<file path="src/rtl/planificador_nonce_if.sv">
// planificador_nonce_if: bundle between the nonce scheduler and its bank of
// hash cores.
//   master (scheduler side): drives core_go, core_base, core_data,
//                            core_target, core_abort; receives core_done,
//                            core_hit, core_nonce.
//   slave  (core bank side): the mirror image.
// core_nonce packs core i's nonce into bits [32i+31:32i].
interface planificador_nonce_if #(
  parameter int BYTE  = 8,
  parameter int CORES = 2
);
  logic [CORES-1:0]    core_go;
  logic [31:0]         core_base;
  logic [12*BYTE-1:0]  core_data;
  logic [7:0]          core_target;
  logic                core_abort;
  logic [CORES-1:0]    core_done;
  logic [CORES-1:0]    core_hit;
  logic [32*CORES-1:0] core_nonce;

  modport master (
    output core_go, core_base, core_data, core_target, core_abort,
    input  core_done, core_hit, core_nonce
  );

  modport slave (
    input  core_go, core_base, core_data, core_target, core_abort,
    output core_done, core_hit, core_nonce
  );
endinterface

</file>
<file path="src/rtl/planificador_nonce.sv">
// planificador_nonce: shares CORES hash cores across one nonce search.
// On an accepted start it latches the 12-byte header and the 8-bit target,
// then hands consecutive windows of 2^WIN_BITS nonces to idle cores
// (lowest index first, one per cycle). The first hit aborts every core and
// the winning nonce is reported with a one-cycle finished pulse.
//
// Ports:
//   clk, reset      clock, asynchronous active-low reset
//   start           search request (honoured only when idle)
//   data_in/target  header and difficulty target, latched on start
//   max_windows     window budget (only with PLANIFICADOR_LIMITE_EN)
//   busy            high whenever the scheduler is not idle
//   finished        one-cycle end-of-search pulse
//   found/nonce_out result, held until the next accepted start
//   core_bus        core bank bundle (planificador_nonce_if.master)
//
// Optional feature: define PLANIFICADOR_LIMITE_EN to add the max_windows
// input, which ends the search once that many windows have been dispatched.
module planificador_nonce #(
  parameter int BYTE     = 8,
  parameter int CORES    = 2,
  parameter int WIN_BITS = 8
) (
  input  logic                clk,
  input  logic                reset,
  input  logic                start,
  input  logic [12*BYTE-1:0]  data_in,
  input  logic [7:0]          target,
`ifdef PLANIFICADOR_LIMITE_EN
  input  logic [15:0]         max_windows,
`endif
  output logic                busy,
  output logic                finished,
  output logic                found,
  output logic [31:0]         nonce_out,
  planificador_nonce_if.master core_bus
);

  typedef enum logic [1:0] {
    S_IDLE   = 2'd0,
    S_RUN    = 2'd1,
    S_ABORT  = 2'd2,
    S_REPORT = 2'd3
  } state_t;

  // One window worth of nonces; bit 32 of the sum is the wrap carry.
  localparam logic [32:0] WIN_STEP = 33'd1 << WIN_BITS;

  state_t              state_q, state_d;
  logic [31:0]         next_base_q, next_base_d;
  logic [CORES-1:0]    pend_q, pend_d;
  logic                exhausted_q, exhausted_d;
  logic                found_q, found_d;
  logic [31:0]         nonce_q, nonce_d;
  logic                busy_q, busy_d;
  logic                finished_q, finished_d;
  logic [CORES-1:0]    go_q, go_d;
  logic [31:0]         base_q, base_d;
  logic [12*BYTE-1:0]  data_q, data_d;
  logic [7:0]          target_q, target_d;
  logic                abort_q, abort_d;
`ifdef PLANIFICADOR_LIMITE_EN
  logic [15:0]         win_cnt_q, win_cnt_d;
  logic [15:0]         max_q, max_d;
`endif

  logic [CORES-1:0]    done_v;
  logic [CORES-1:0]    hit_v;
  logic [31:0]         hit_nonce;
  logic [CORES-1:0]    idle_oh;
  logic [32:0]         step_sum;

  // Priority pick: lowest-index hit nonce and lowest-index idle core.
  // Completions from cores that hold no window are masked out here.
  always_comb begin
    done_v    = core_bus.core_done & pend_q;
    hit_v     = done_v & core_bus.core_hit;
    hit_nonce = 32'h0000_0000;
    idle_oh   = {CORES{1'b0}};
    // Walk from the top down so the lowest index is written last and wins.
    for (int i = CORES - 1; i >= 0; i--) begin
      hit_nonce = hit_v[i] ? core_bus.core_nonce[i*32 +: 32] : hit_nonce;
      idle_oh   = pend_q[i] ? idle_oh : (CORES'(1'b1) << i);
    end
    step_sum = {1'b0, next_base_q} + WIN_STEP;
  end

  // Next-state and registered-output logic of the scheduler FSM.
  always_comb begin
    state_d     = state_q;
    next_base_d = next_base_q;
    pend_d      = pend_q;
    exhausted_d = exhausted_q;
    found_d     = found_q;
    nonce_d     = nonce_q;
    go_d        = {CORES{1'b0}};
    base_d      = base_q;
    data_d      = data_q;
    target_d    = target_q;
    abort_d     = 1'b0;
    finished_d  = 1'b0;
`ifdef PLANIFICADOR_LIMITE_EN
    win_cnt_d   = win_cnt_q;
    max_d       = max_q;
`endif

    case (state_q)
      S_IDLE: begin
        if (start) begin
          data_d      = data_in;
          target_d    = target;
          next_base_d = 32'h0000_0000;
          pend_d      = {CORES{1'b0}};
          found_d     = 1'b0;
          nonce_d     = 32'h0000_0000;
`ifdef PLANIFICADOR_LIMITE_EN
          win_cnt_d   = 16'd0;
          max_d       = max_windows;
          // A zero budget is exhausted before anything is handed out.
          exhausted_d = (max_windows == 16'd0);
`else
          exhausted_d = 1'b0;
`endif
          state_d     = S_RUN;
        end else begin
          state_d     = S_IDLE;
        end
      end

      S_RUN: begin
        if (hit_v != {CORES{1'b0}}) begin
          // A hit suppresses dispatch for this cycle.
          found_d = 1'b1;
          nonce_d = hit_nonce;
          pend_d  = pend_q & ~done_v;
          state_d = S_ABORT;
        end else begin
          // Idle cores come from pend_q, so a core finishing now is only
          // eligible next cycle.
          pend_d = pend_q & ~done_v;
          if ((idle_oh != {CORES{1'b0}}) && !exhausted_q) begin
            go_d        = idle_oh;
            base_d      = next_base_q;
            pend_d      = (pend_q & ~done_v) | idle_oh;
            next_base_d = step_sum[31:0];
`ifdef PLANIFICADOR_LIMITE_EN
            win_cnt_d   = win_cnt_q + 16'd1;
            exhausted_d = step_sum[32] | ((win_cnt_q + 16'd1) == max_q);
`else
            exhausted_d = step_sum[32];
`endif
          end else if (exhausted_q && (pend_q == {CORES{1'b0}})) begin
            state_d = S_REPORT;
          end else begin
            state_d = S_RUN;
          end
        end
      end

      S_ABORT: begin
        abort_d = 1'b1;
        pend_d  = {CORES{1'b0}};
        state_d = S_REPORT;
      end

      S_REPORT: begin
        finished_d = 1'b1;
        state_d    = S_IDLE;
      end

      default: begin
        state_d = S_IDLE;
      end
    endcase

    // busy follows the state the FSM is entering, so it tracks state_q.
    busy_d = (state_d != S_IDLE);
  end

  // State and output registers.
  always_ff @(posedge clk or negedge reset) begin
    if (!reset) begin
      state_q     <= S_IDLE;
      next_base_q <= 32'h0000_0000;
      pend_q      <= {CORES{1'b0}};
      exhausted_q <= 1'b0;
      found_q     <= 1'b0;
      nonce_q     <= 32'h0000_0000;
      busy_q      <= 1'b0;
      finished_q  <= 1'b0;
      go_q        <= {CORES{1'b0}};
      base_q      <= 32'h0000_0000;
      data_q      <= {(12*BYTE){1'b0}};
      target_q    <= 8'h00;
      abort_q     <= 1'b0;
`ifdef PLANIFICADOR_LIMITE_EN
      win_cnt_q   <= 16'd0;
      max_q       <= 16'd0;
`endif
    end else begin
      state_q     <= state_d;
      next_base_q <= next_base_d;
      pend_q      <= pend_d;
      exhausted_q <= exhausted_d;
      found_q     <= found_d;
      nonce_q     <= nonce_d;
      busy_q      <= busy_d;
      finished_q  <= finished_d;
      go_q        <= go_d;
      base_q      <= base_d;
      data_q      <= data_d;
      target_q    <= target_d;
      abort_q     <= abort_d;
`ifdef PLANIFICADOR_LIMITE_EN
      win_cnt_q   <= win_cnt_d;
      max_q       <= max_d;
`endif
    end
  end

  assign busy                 = busy_q;
  assign finished             = finished_q;
  assign found                = found_q;
  assign nonce_out            = nonce_q;
  assign core_bus.core_go     = go_q;
  assign core_bus.core_base   = base_q;
  assign core_bus.core_data   = data_q;
  assign core_bus.core_target = target_q;
  assign core_bus.core_abort  = abort_q;

endmodule

</file>
<file path="src/flat_wrapper.sv">
// flat-port wrapper written by rule: the top's interface ports become plain ports
module planificador_nonce_flat 
#(
  parameter int BYTE     = 8,
  parameter int CORES    = 2,
  parameter int WIN_BITS = 8
)
  (clk, reset, start, data_in, target, busy, finished, found, nonce_out, core_bus_core_go, core_bus_core_base, core_bus_core_data, core_bus_core_target, core_bus_core_abort, core_bus_core_done, core_bus_core_hit, core_bus_core_nonce);
  planificador_nonce_if #(.BYTE(BYTE), .CORES(CORES)) core_bus_i ();
  input  logic clk;
  input  logic reset;
  input  logic start;
  input  logic [12*BYTE-1:0] data_in;
  input  logic [7:0] target;
  output logic busy;
  output logic finished;
  output logic found;
  output logic [31:0] nonce_out;
  output wire logic [$bits(core_bus_i.core_go)-1:0] core_bus_core_go;
  output wire logic [$bits(core_bus_i.core_base)-1:0] core_bus_core_base;
  output wire logic [$bits(core_bus_i.core_data)-1:0] core_bus_core_data;
  output wire logic [$bits(core_bus_i.core_target)-1:0] core_bus_core_target;
  output wire logic [$bits(core_bus_i.core_abort)-1:0] core_bus_core_abort;
  input wire logic [$bits(core_bus_i.core_done)-1:0] core_bus_core_done;
  input wire logic [$bits(core_bus_i.core_hit)-1:0] core_bus_core_hit;
  input wire logic [$bits(core_bus_i.core_nonce)-1:0] core_bus_core_nonce;
  assign core_bus_core_go = core_bus_i.core_go;
  assign core_bus_core_base = core_bus_i.core_base;
  assign core_bus_core_data = core_bus_i.core_data;
  assign core_bus_core_target = core_bus_i.core_target;
  assign core_bus_core_abort = core_bus_i.core_abort;
  assign core_bus_i.core_done = core_bus_core_done;
  assign core_bus_i.core_hit = core_bus_core_hit;
  assign core_bus_i.core_nonce = core_bus_core_nonce;
  planificador_nonce #(.BYTE(BYTE), .CORES(CORES), .WIN_BITS(WIN_BITS)) u_core (.clk(clk), .reset(reset), .start(start), .data_in(data_in), .target(target), .busy(busy), .finished(finished), .found(found), .nonce_out(nonce_out), .core_bus(core_bus_i));
endmodule
</file>
<file path="config.mk">
export PLATFORM = sky130hd
export DESIGN_NAME = planificador_nonce_flat
export DESIGN_NICKNAME = d
export VERILOG_FILES = /design/src/rtl/planificador_nonce_if.sv /design/src/rtl/planificador_nonce.sv /design/src/flat_wrapper.sv
export SDC_FILE = /design/constraint.sdc
export NUM_CORES = 1
export LEC_CHECK = 0
export BUFFER_PORTS_ARGS = -buffer_cell sky130_fd_sc_hd__buf_4
export CORE_ASPECT_RATIO = 0.8
export CORE_MARGIN = 4
export CORE_UTILIZATION = 51
export CTS_BUF_LIST = sky130_fd_sc_hd__clkbuf_16
export DETAILED_ROUTE_END_ITERATION = 10
export PLACE_DENSITY = 0.92
export SYNTH_ARGS = -nofsm -noshare
export SYNTH_HDL_FRONTEND = slang
export SYNTH_SLANG_ARGS = --single-unit
</file>
<file path="constraint.sdc">
create_clock -name clk -period 3.9 [get_ports clk]
set_input_delay 0.585 -clock clk [delete_from_list [all_inputs] [get_ports clk]]
set_output_delay 0.585 -clock clk [all_outputs]
set_load 0.01 [all_outputs]
</file>
; After elaboration in Yosys (flattened, before gate mapping)
; Cells that the tools add are included.
[classes]
reduce_logical = 15
n_addsub = 1
mux = 30
n_bitwise = 6
eq_ne = 7
[op_table]
columns = op, n
row1 = $mux W32, 6
row2 = $pmux W32 S2, 2
row3 = $add A32 B9 Y33 const B, 1
row4 = $mux W2, 11
row5 = $pmux W2 S4, 1
row6 = $reduce_bool A2 Y1, 4
row7 = $mux W1, 7
row8 = $and A2 B2 Y2, 3
row9 = $pmux W2 S3, 1
row10 = $reduce_and A3 Y1, 2
row11 = $eq A2 B2 Y1 const B, 2
row12 = $logic_not A2 Y1, 2
row13 = $ne A2 B1 Y1 const B, 2
row14 = $ne A2 B2 Y1 const B, 2
row15 = $pmux W1 S2, 2
row16 = $reduce_and A2 Y1, 2
row17 = $reduce_and A4 Y1, 1
row18 = $reduce_bool A3 Y1, 1
row19 = $eq A2 B1 Y1 const B, 1
row20 = $logic_and A1 B1 Y1, 2
row21 = $not A2 Y2, 1
row22 = $or A2 B2 Y2, 1
row23 = $logic_not A1 Y1, 1
row24 = $not A1 Y1, 1
[totals]
word_cells = 72
output_inout_bits = 174
ff_bits = 211
in_bits = 175

; Longest topological paths before layout
; Gate-level depths: netlist (run 1).
[logic_depth]
ltp_word = 8
depth_mapped = 8
ltp_nobuf = 5

; Worst setup path after synthesis (run 1)
; OpenSTA, ideal clock, no wires.
[synth_timing]
path_type = in2reg
from = in start
to = reg u_core.next_base_q[29]
path_buffers = 1
slack_ns = 2.077
arrival_time_ns = 1.745
setup_time_ns = 0.078
t_required_ns = 3.822
path_stages = 5
cell_sequence = nor3b_2 a41oi_2 buf_2 or4_1 a21oi_1
[synth_via]
elab_chain_len = 2
[synth_rtl]
columns = item, line_no
row1 = start: declaration, flat_wrapper.sv:12  ; input logic start;
row2 = $ne A2 B2 Y1 (no line), -
row3 = $reduce_and A4 Y1 (no line), -
row4 = end signal: assignment, planificador_nonce.sv:202  ; next_base_q <= next_base_d;
row5 = end: declaration, planificador_nonce.sv:50  ; logic [31:0] next_base_q, next_base_d;
; No other way between the ends.
; A chain may end at the register's enable or synchronous reset.

; Worst setup path after layout (run 1)
[layout_timing]
from = reg u_core.state_q[0]
to = reg u_core.next_base_q[21]
[layout_via]
elab_chain_len = 3
word_cells_on_any_way = 8
cone_classes = eq/ne (4) / mux (1) / reduce/logical (3)
[layout_rtl]
columns = item, line_no
row1 = start: declaration, planificador_nonce.sv:49  ; state_t state_q, state_d;
row2 = start signal: assignment, planificador_nonce.sv:201  ; state_q <= state_d;
row3 = $eq A2 B1 Y1 or $logic_not A2 Y1 (tied branches), planificador_nonce.sv:107  ; case (state_q)
row4 = $ne A2 B2 Y1 (no line) (tied with other cells), -
row5 = $reduce_and A4 Y1 (no line), -
; Parallel ways exist; a longest one is shown, timed or not.

==> results of run 1 <==
[report_power, final]
group / switching [mW] / total, mW / internal, mW / leakage (nW)
Combinational: 1.84 / 3.29 / 1.45 / 3.29
Clock: 0.755 / 1.76 / 1.00 / 0.289
Sequential: 0.456 / 3.21 / 2.76 / 2.53
[routing by layer]
metal	wire length, µm	track usage	vias to the layer above
met5	0	0	-
met1	8828	0.3052	3481
li1	-	-	3495
met4	668	0.09377	0
met2	12040	0.4460	307
met3	2262	0.08962	42
[kinds of logic (layout without fill, tap and decap cells)]
group           Yosys count  after routing  synth area share
compound gates           79             79           0.05705
fa+ha+maj                 1              1          0.001533
buf+inv                  67            383           0.03542
flops                   195            195            0.5981
mux                      37             37           0.04539
other cells               1              8         0.0004596
simple gates            505            505            0.2621
[state kept, by name (all words and copies together), names as in the netlist]
signal,flops
u_core.core_bus.core_target,8
u_core.exhausted_q,1
u_core.busy,1
u_core.finished,1
u_core.pend_q,2
u_core.state_q,2
u_core.core_bus.core_abort,1
u_core.nonce_out,32
u_core.core_bus.core_data,96
u_core.core_bus.core_go,2
u_core.next_base_q,24
u_core.found,1
u_core.core_bus.core_base,24
[critical path, stage by stage, from the launching register on]
cell and delay (ns):
dfrtp_1 0.50, nor3b_4 0.30, nand4_1 0.60, buf_12 0.42, nor4_1 0.50, mux2i_1 0.32
[synth_stat cells, drive strengths merged (3+ instances only)]
cell / count / area, µm²
clkbuf: 46 / 172.7
nand3: 46 / 230.2
or3: 4 / 25.02
a21oi: 17 / 85.08
or2: 3 / 18.77
mux2i: 37 / 370.4
inv: 3 / 11.26
and4: 7 / 61.31
and3: 5 / 31.28
nand4: 8 / 50.05
o21ai: 38 / 190.2
or4: 12 / 90.09
dfrtp: 195 / 4880
and2: 5 / 31.28
nand2: 400 / 1501
o31ai: 13 / 97.59
o21a: 4 / 30.03
nor4: 5 / 31.28
buf: 18 / 105.1
nor2: 5 / 18.77
[through the flow]
step | cell area [µm²] | std cells | hold slack [ns] | worst slack [ns]
CTS | 11450 | 1423 | 0.3116 | 1.139
finish | 11450 | 1423 | 0.2547 | 1.154
detailed placement | 10860 | 1391 | 0.4634 | 1.213
global placement | 10860 | 1391 | 0.4594 | 1.290
floorplan | 8185 | 892 | 0.2894 | 2.077
global route | 11450 | 1423 | 0.3306 | 1.002
[path summary, 6_finish.rpt]
kind / startpoint / end / cells past startpoint
hold / removal: reset / u_core.core_bus.core_base[16] / 1
setup reg to reg: u_core.state_q[0] / u_core.next_base_q[21] / 5
min in group clk: data_in[69] / u_core.core_bus.core_data[69] / 3
max in group asynchronous: reset / u_core.core_bus.core_data[44] / 2
setup / recovery: u_core.state_q[0] / u_core.next_base_q[21] / 5
hold reg to reg: u_core.core_bus.core_data[48] / u_core.core_bus.core_data[48] / 2
[final cells by class]
type	instances	area (µm²)
flip-flops and latches	195	4880
clock inverters	15	162.7
inverters	3	11.26
repair buffers	348	2669
clock buffers	17	425.4
fillers	1091	4300
multi-input cells	630	3032
well taps	215	269.0
==> impl_metrics.json, run 1 <==
{
  "area_growth_pct": 40.32,
  "cts_max_level": 4,
  "outcome": "finished, final reports clean",
  "cts_hold_buf": 0,
  "clock_sinks": 195,
  "crit_required_ns": 4.22,
  "fin_skew_ns": 0.008543,
  "drive_above_1_share": 0.3171,
  "crit_path_end_kind": "flop",
  "fmax_mhz": 364.2,
  "cts_buffers": 17,
  "syn_avg_cell_area_um2": 9.219,
  "setup-violations-final": 0,
  "critPathArrivalTime_ns": 3.07,
  "drc": 0,
  "die_w_um": 149.4,
  "cts_tree": "built",
  "drtIter0Drc": 533,
  "clock_latency_ns": 0.42,
  "finalSetupTns_ns": 0,
  "synth_edf_count": 0,
  "fp.dieH_um": 121.1,
  "max_slew.worst_pin.slew_ns": 0.9350,
  "wire_per_inst_um": 16.72,
  "p_leak_nw": 6.108,
  "vias": 7325,
  "finalWorstPathRequiredPeriod_ns": 2.746,
  "relSlewSlack": 0.3767,
  "synth_area_um2": 8159,
  "drtPass1Iterations": 6,
  "hpwl_mm": 16.92,
  "grt_pass1_vias": 7276,
  "rsz0062_at_grt": "no",
  "holdCritPathClass": "input pin to async pin",
  "total_power_mw": 8.262,
  "antenna_found_initial": 0,
  "gp_congestion": 0.8094,
  "ys_types": 34,
  "post-cts-setup-buffers": 0,
  "grt_max_degree": 112,
  "peakVddDrop_mv": 0.4807,
  "coreArea_um2": 15750,
  "cts_buffer_depth": 2,
  "synth_cells": 885,
  "nets": 1371,
  "io_buffers": 340,
  "criticalPathCategory": "flop to flop",
  "ys_seq_area_frac": 0.5981,
  "async_flop_share": 1.000,
  "grt_use_total": 0.2602,
  "initial_core_util": 0.5181,
  "rows": 41,
  "cap_viol_max_count": 0,
  "grt_pass1_wl_mm": 37.04,
  "utilization": 0.7269,
  "ant_nets": 0,
  "hold_violations": 0,
  "layout_commonest_cell": "nand2_1",
  "synth-main-ff-cell": "dfrtp_1",
  "vias_per_cell": 5.148,
  "finalMaxSlewViolations": 0,
  "gr-total-overflow": 0,
  "p_per_area_nw_per_um2": 721.7,
  "cts_resized": 0,
  "final_cell_mix": "nand2_1 (399), buf_4 (343), dfrtp_1 (195)",
  "antenna_cells": 0,
  "reg2reg_slack_ns": 1.15,
  "die_area_um2": 18100,
  "wirelength_mm": 23.80,
  "worstPathMaxFanout": 40,
  "clock-root-buffer": "clkbuf_16",
  "start_kind": "flop",
  "ys_warn_count": 0,
  "path_clk_slew_ns": 0.07,
  "ys_ff_latch": 195,
  "fin_crit_sh": 0.7041,
  "io_pins": 349
}
(Power assumes the default switching activity.)
==> run 2, diff against run 1 <==
ABC_AREA = 1   (was unset)
CORE_UTILIZATION = 48   (was 51)
PLACE_DENSITY = 0.87   (was 0.92)
clock period = 2.85 ns   (was 3.9 ns; I/O delays follow)
==> run 2 against run 1 <==
  * The run now ends with hold timing left
  * Clock skew grew 0.0046 ns
  * Worst hold slack lost 0.26 ns
  * Global-route usage shrank 0.84 points
  * Via count grew 8.2%
  * Non-clock buffer count grew 2
  * Flip-flop and latch count is the same
  * Synthesized cell count grew 13%
  * Sequential power grew 38%
==> impl_metrics.json, run 2 <==
{
  "grt_use_total": 0.2518,
  "utilization": 0.6785,
  "cts_resized": 0,
  "cts_max_level": 4,
  "fin_skew_ns": 0.01312,
  "ys_warn_count": 0,
  "crit_path_end_kind": "flop",
  "fin_area_um2": 11750,
  "largest_reg_flops": 96,
  "cts_buffers": 17,
  "pre_cts_ws_ns": 0.8058,
  "reg2reg_depth": 6,
  "post-cts-setup-buffers": 0,
  "drtIter0Drc": 571,
  "rows": 43,
  "rsz0062_at_grt": "no",
  "io_buffers": 340,
  "worstPathMaxFanout": 40,
  "nets": 1492,
  "ys_ff_latch": 195,
  "syn_avg_cell_area_um2": 8.449,
  "clock_sinks": 195,
  "ys_seq_area_frac": 0.5781,
  "initial_core_util": 0.4872,
  "holdCritPathClass": "input pin to async pin",
  "synthTopCellsByCount": "nand2_1 (415), dfrtp_1 (195), nand3_1 (58)",
  "cts_buffer_depth": 2,
  "finalWorstPathRequiredPeriod_ns": 1.995,
  "relSlewSlack": 0.5826,
  "layout_commonest_cell": "nand2_1",
  "ant_nets": 0,
  "max_slew.worst_pin.slew_ns": 0.6261,
  "gr-total-overflow": 0,
  "antenna_cells": 0,
  "peakVddDrop_mv": 0.5852,
  "drc": 0,
  "p_per_area_nw_per_um2": 988.9,
  "hpwl_mm": 18.56,
  "synth_most_common_cell": "nand2_1",
  "synth_top_area_frac": 0.5781,
  "path_clk_slew_ns": 0.08,
  "criticalPathCategory": "flop to flop",
  "reg2reg_slack_ns": 0.86,
  "vias": 7926,
  "wirelength_mm": 25.42,
  "synth_cells": 999,
  "cts_tree": "built",
  "crit_required_ns": 3.19,
  "antenna_found_initial": 0,
  "drtPass1Iterations": 5,
  "vias_per_cell": 5.100,
  "clock-root-buffer": "clkbuf_16",
  "setup-violations-final": 0,
  "drive_above_1_share": 0.2980,
  "die_w_um": 156.3,
  "synth-main-ff-cell": "dfrtp_1",
  "synth_area_leaders": "dfrtp_1 (58%), nand2_1 (18%), nand3_1 (3.4%)",
  "hold_violations": 3,
  "coreArea_um2": 17320,
  "violations": "hold timing",
  "grt_pass1_wl_mm": 40.00,
  "r2r-end": "u_core.nonce_out[16]",
  "outcome": "finished with violations",
  "io_pins": 349,
  "finalMaxSlewViolations": 0,
  "placed_area_um2": 11140,
  "die_area_um2": 19780,
  "fin_hold_ws_ns": -0.003536,
  "critPathArrivalTime_ns": 2.33,
  "timing.rr.start": "u_core.pend_q[0]",
  "grt_max_degree": 104,
  "fin_crit_sh": 0.6999,
  "p_leak_nw": 6.219,
  "finalSetupTns_ns": 0,
  "gp_congestion": 0.8837,
  "final_cell_mix": "nand2_1 (415), buf_4 (345), dfrtp_1 (195)",
  "synth_largest_area_cell": "dfrtp_1",
  "cap_viol_max_count": 0,
  "grt_pass1_vias": 7747,
  "synth_area_um2": 8441,
  "fp.dieH_um": 126.6,
  "ys_types": 31,
  "area_growth_pct": 39.25,
  "synth_edf_count": 0,
  "fmax_mhz": 501.3,
  "layout_setup_ws_ns": 0.8553,
  "async_flop_share": 1.000,
  "clock_latency_ns": 0.43,
  "start_kind": "flop",
  "cts_hold_buf": 0,
  "wire_per_inst_um": 16.36
}
run 2: changes by cell type after synthesis, moves of 15 or more:
cell | previous run | this run
a21oi_1 | 17 | 36
clkbuf_1 | 46 | 23
inv_1 | 3 | 41
mux2i_1 | 37 | 2
nand2_1 | 400 | 415
nor2_1 | 5 | 50
nor3b_1 | 0 | 30
o21ai_0 | 38 | 54
o21ai_1 | 0 | 19
run 2: worst max path at each step:
stage / from / to / slack [ns] / cells after the start
3_3_place_gp: start / u_core.found / 0.85 / 6
4_1_cts: u_core.pend_q[0] / u_core.nonce_out[16] / 0.85 / 6
2_1_floorplan: u_core.next_base_q[8] / u_core.next_base_q[26] / 1.38 / 8
6_report: u_core.pend_q[0] / u_core.nonce_out[16] / 0.86 / 6
5_1_grt: u_core.pend_q[0] / u_core.nonce_out[26] / 0.66 / 6
3_5_place_dp: core_bus_core_done[0] / u_core.nonce_out[16] / 0.81 / 7
run 2: kinds of logic (layout without fill, tap and decap cells):
family          after synthesis  in the layout  synth area share
xor+xnor                      2              2          0.002076
simple gates                581            581            0.2905
mux                           2              2          0.002372
compound gates              112            112           0.06834
fa+ha+maj                     1              1          0.001482
other cells                   1              8         0.0004443
buf+inv                     105            428           0.05663
flops                       195            195            0.5781
run 2: worst max-delay path, stage by stage, from the launching register on:
cell	delay, ns
dfrtp_1	0.47
nand3_2	0.18
clkinv_1	0.46
buf_12	0.36
nor3b_1	0.20
a21oi_1	0.06
o21ai_0	0.18
run 2: metrics by stage:
| step | hold slack (ns) | power, mW | cells |
|---|---|---|---|
| after floorplan | 0.1319 | 6.768 | 1006 |
| after global routing | 0.02732 | 12.36 | 1554 |
| after CTS | 0.02106 | 11.71 | 1554 |
| final | -0.003536 | 11.62 | 1554 |
| after detailed placement | 0.4612 | 9.190 | 1522 |
| after global placement | 0.4597 | 9.042 | 1522 |
run 2: cell type report:
cell class / count / area (µm²)
flip-flops and latches: 195 / 4880
clock inverters: 15 / 191.4
well taps: 225 / 281.5
multi-input cells: 706 / 3114
inverters: 46 / 177.7
fillers: 1362 / 5570
clock buffers: 17 / 425.4
repair buffers: 350 / 2684
run 2: power breakdown:
| part | leakage (nW) | internal, mW | switching (mW) |
|---|---|---|---|
| Clock | 0.305 | 1.34 | 1.15 |
| Sequential | 2.53 | 3.80 | 0.624 |
| Combinational | 3.39 | 2.01 | 2.70 |
| Total | 6.22 | 7.15 | 4.47 |
run 2: metal layers:
metal,wire [µm],share of wire,track usage
met5,0,0,0
met4,786,0.031,0.08571
met3,2056,0.081,0.06855
met2,12230,0.48,0.4024
met1,10340,0.41,0.3348
==> run 3, diff against run 2 <==
clock period = 2.02 ns   (was 2.85 ns; I/O delays follow)
==> run 3 against run 2 <==
  * Sequential power increased by 41%
  * Routed wire length is 0.65% lower
  * Critical path depth grew 2
  * Largest power group unchanged
  * Critical endpoint is now u_core.next_base_q[26]
  * Clock-buffer cell count unchanged
  * The flow now finishes without violations
  * First-iteration DRC count decreased by 9.3%
  * Highest routed layer is now met5
==> impl_metrics.json, run 3 (synthesis results as in run 2) <==
{
  "outcome": "finished, final reports clean",
  "path_clk_slew_ns": 0.08,
  "grt_use_total": 0.2550,
  "rsz0062_at_grt": "no",
  "critPathArrivalTime_ns": 2.08,
  "drtPass1Iterations": 5,
  "grt_pass1_vias": 7872,
  "cap_viol_max_count": 0,
  "peakVddDrop_mv": 0.7492,
  "initial_core_util": 0.4872,
  "finalWorstPathRequiredPeriod_ns": 1.765,
  "fin_skew_ns": 0.01652,
  "p_per_area_nw_per_um2": 1377,
  "criticalPathCategory": "flop to flop",
  "multi_input_area_um2": 3117,
  "fmax_mhz": 566.5,
  "drc": 0,
  "max_slew.worst_pin.slew_ns": 0.6833,
  "fp.dieH_um": 126.6,
  "cts_buffers": 17,
  "vias_per_cell": 5.040,
  "layout_setup_ws_ns": 0.2548,
  "die_area_um2": 19780,
  "fill_cells": 1386,
  "crit_path_end_kind": "flop",
  "antenna_cells": 0,
  "layout_commonest_cell": "nand2_1",
  "hpwl_mm": 18.84,
  "gr-total-overflow": 0,
  "placed_area_um2": 11190,
  "vias": 7863,
  "crit_buf_inv": 0,
  "pre_cts_ws_ns": 0.2279,
  "cts_tree": "built",
  "largest_reg_flops": 96,
  "grt_max_degree": 72,
  "coreArea_um2": 17320,
  "drive_above_1_share": 0.3019,
  "area_growth_pct": 39.61,
  "crit_required_ns": 2.33,
  "worstPathMaxFanout": 6,
  "clock_latency_ns": 0.43,
  "seqCellArea_um2": 4880,
  "wirelength_mm": 25.25,
  "wire_per_inst_um": 16.19,
  "holdCritPathClass": "input pin to flop",
  "crit_chain": "ha_1 -> nand2_1 -> nor2_2 -> nand3_1 -> nor2_1 -> nand2_1 -> nor2_1 -> nor2_1",
  "rows": 43,
  "nets": 1498,
  "final_cell_mix": "nand2_1 (415), buf_4 (349), dfrtp_1 (195)",
  "fin_crit_sh": 0.8738,
  "placedCellCount": 1527,
  "hold_violations": 0,
  "fin_hold_ws_ns": 0.05855,
  "die_w_um": 156.3,
  "max_stage_delay_ns": 0.45,
  "clock-root-buffer": "clkbuf_16",
  "finalMaxSlewViolations": 0,
  "gp_congestion": 0.9323,
  "post-cts-setup-buffers": 0,
  "cts_max_level": 4,
  "antenna_found_initial": 1,
  "io_pins": 349,
  "cts_buffer_depth": 2,
  "grt_pass1_wl_mm": 40.30,
  "p_leak_nw": 6.227,
  "finalNonFillerCells": 1560,
  "start_kind": "flop",
  "ant_nets": 0,
  "setup-violations-final": 0,
  "clock_sinks": 195,
  "relSlewSlack": 0.5445,
  "io_buffers": 340,
  "fin_area_um2": 11780,
  "cp_top_family": "simple AND/OR/NAND/NOR gates",
  "drtIter0Drc": 518,
  "slowest_stage": "dfrtp_1",
  "finalSetupTns_ns": 0,
  "path_common_cell": "nor2_1"
}
==> run 3: what timing repair did <==
action                                 CTS  global route
endpoints found under the hold margin   49             0
setup endpoints to repair                0             2
gates resized for setup                  0             1
hold buffers                             1             0
==> run 3: final cells by class <==
type / count / area share
sequential: 195 / 0.4141
clock buffer: 17 / 0.03610
clock inverter: 15 / 0.01348
inverter: 46 / 0.01508
timing repair buffer: 356 / 0.2329
tap: 225 / 0.02389
multi-input combinational: 706 / 0.2645
==> run 3: power by group <==
part	internal, mW	switching [mW]
Clock	1.65	1.66
Sequential	5.36	0.887
Combinational	2.86	3.82
Total	9.87	6.36
==> run 3: through the flow <==
step	total power, mW	utilization
floorplan	9.548	-
detailed placement	13.00	0.6457
global route	17.30	0.6802
CTS	16.34	0.6801
global placement	12.77	0.6457
finish	16.23	0.6802
==> run 3: final timing paths <==
check	startpoint	end	slack [ns]	cells after the start
worst max-delay path	u_core.next_base_q[8]	u_core.next_base_q[26]	0.25	8
worst min-delay path	data_in[85]	u_core.core_bus.core_data[85]	0.06	3
worst max register to register	u_core.next_base_q[8]	u_core.next_base_q[26]	0.25	8
worst min register to register	u_core.core_bus.core_data[14]	u_core.core_bus.core_data[14]	0.48	2
max in group asynchronous	reset	u_core.core_bus.core_data[49]	0.89	3
min in group asynchronous	reset	u_core.core_bus.core_data[43]	0.42	2
==> run 3: worst register-to-register path, stage by stage, from the launching register on <==
cell and delay, ns:
dfrtp_1 0.45, ha_1 0.29, nand2_1 0.14, nor2_2 0.23
nand3_1 0.11, nor2_1 0.21, nand2_1 0.07, nor2_1 0.09
nor2_1 0.05
==> run 3: layer usage <==
layer	wire [µm]	share of wire	vias up	track usage
met3	2186	0.087	61	0.06753
li1	-	-	3808	-
met2	12340	0.49	321	0.4190
met5	13	0.00051	-	0
met4	840	0.033	2	0.09745
met1	9873	0.39	3671	0.3248
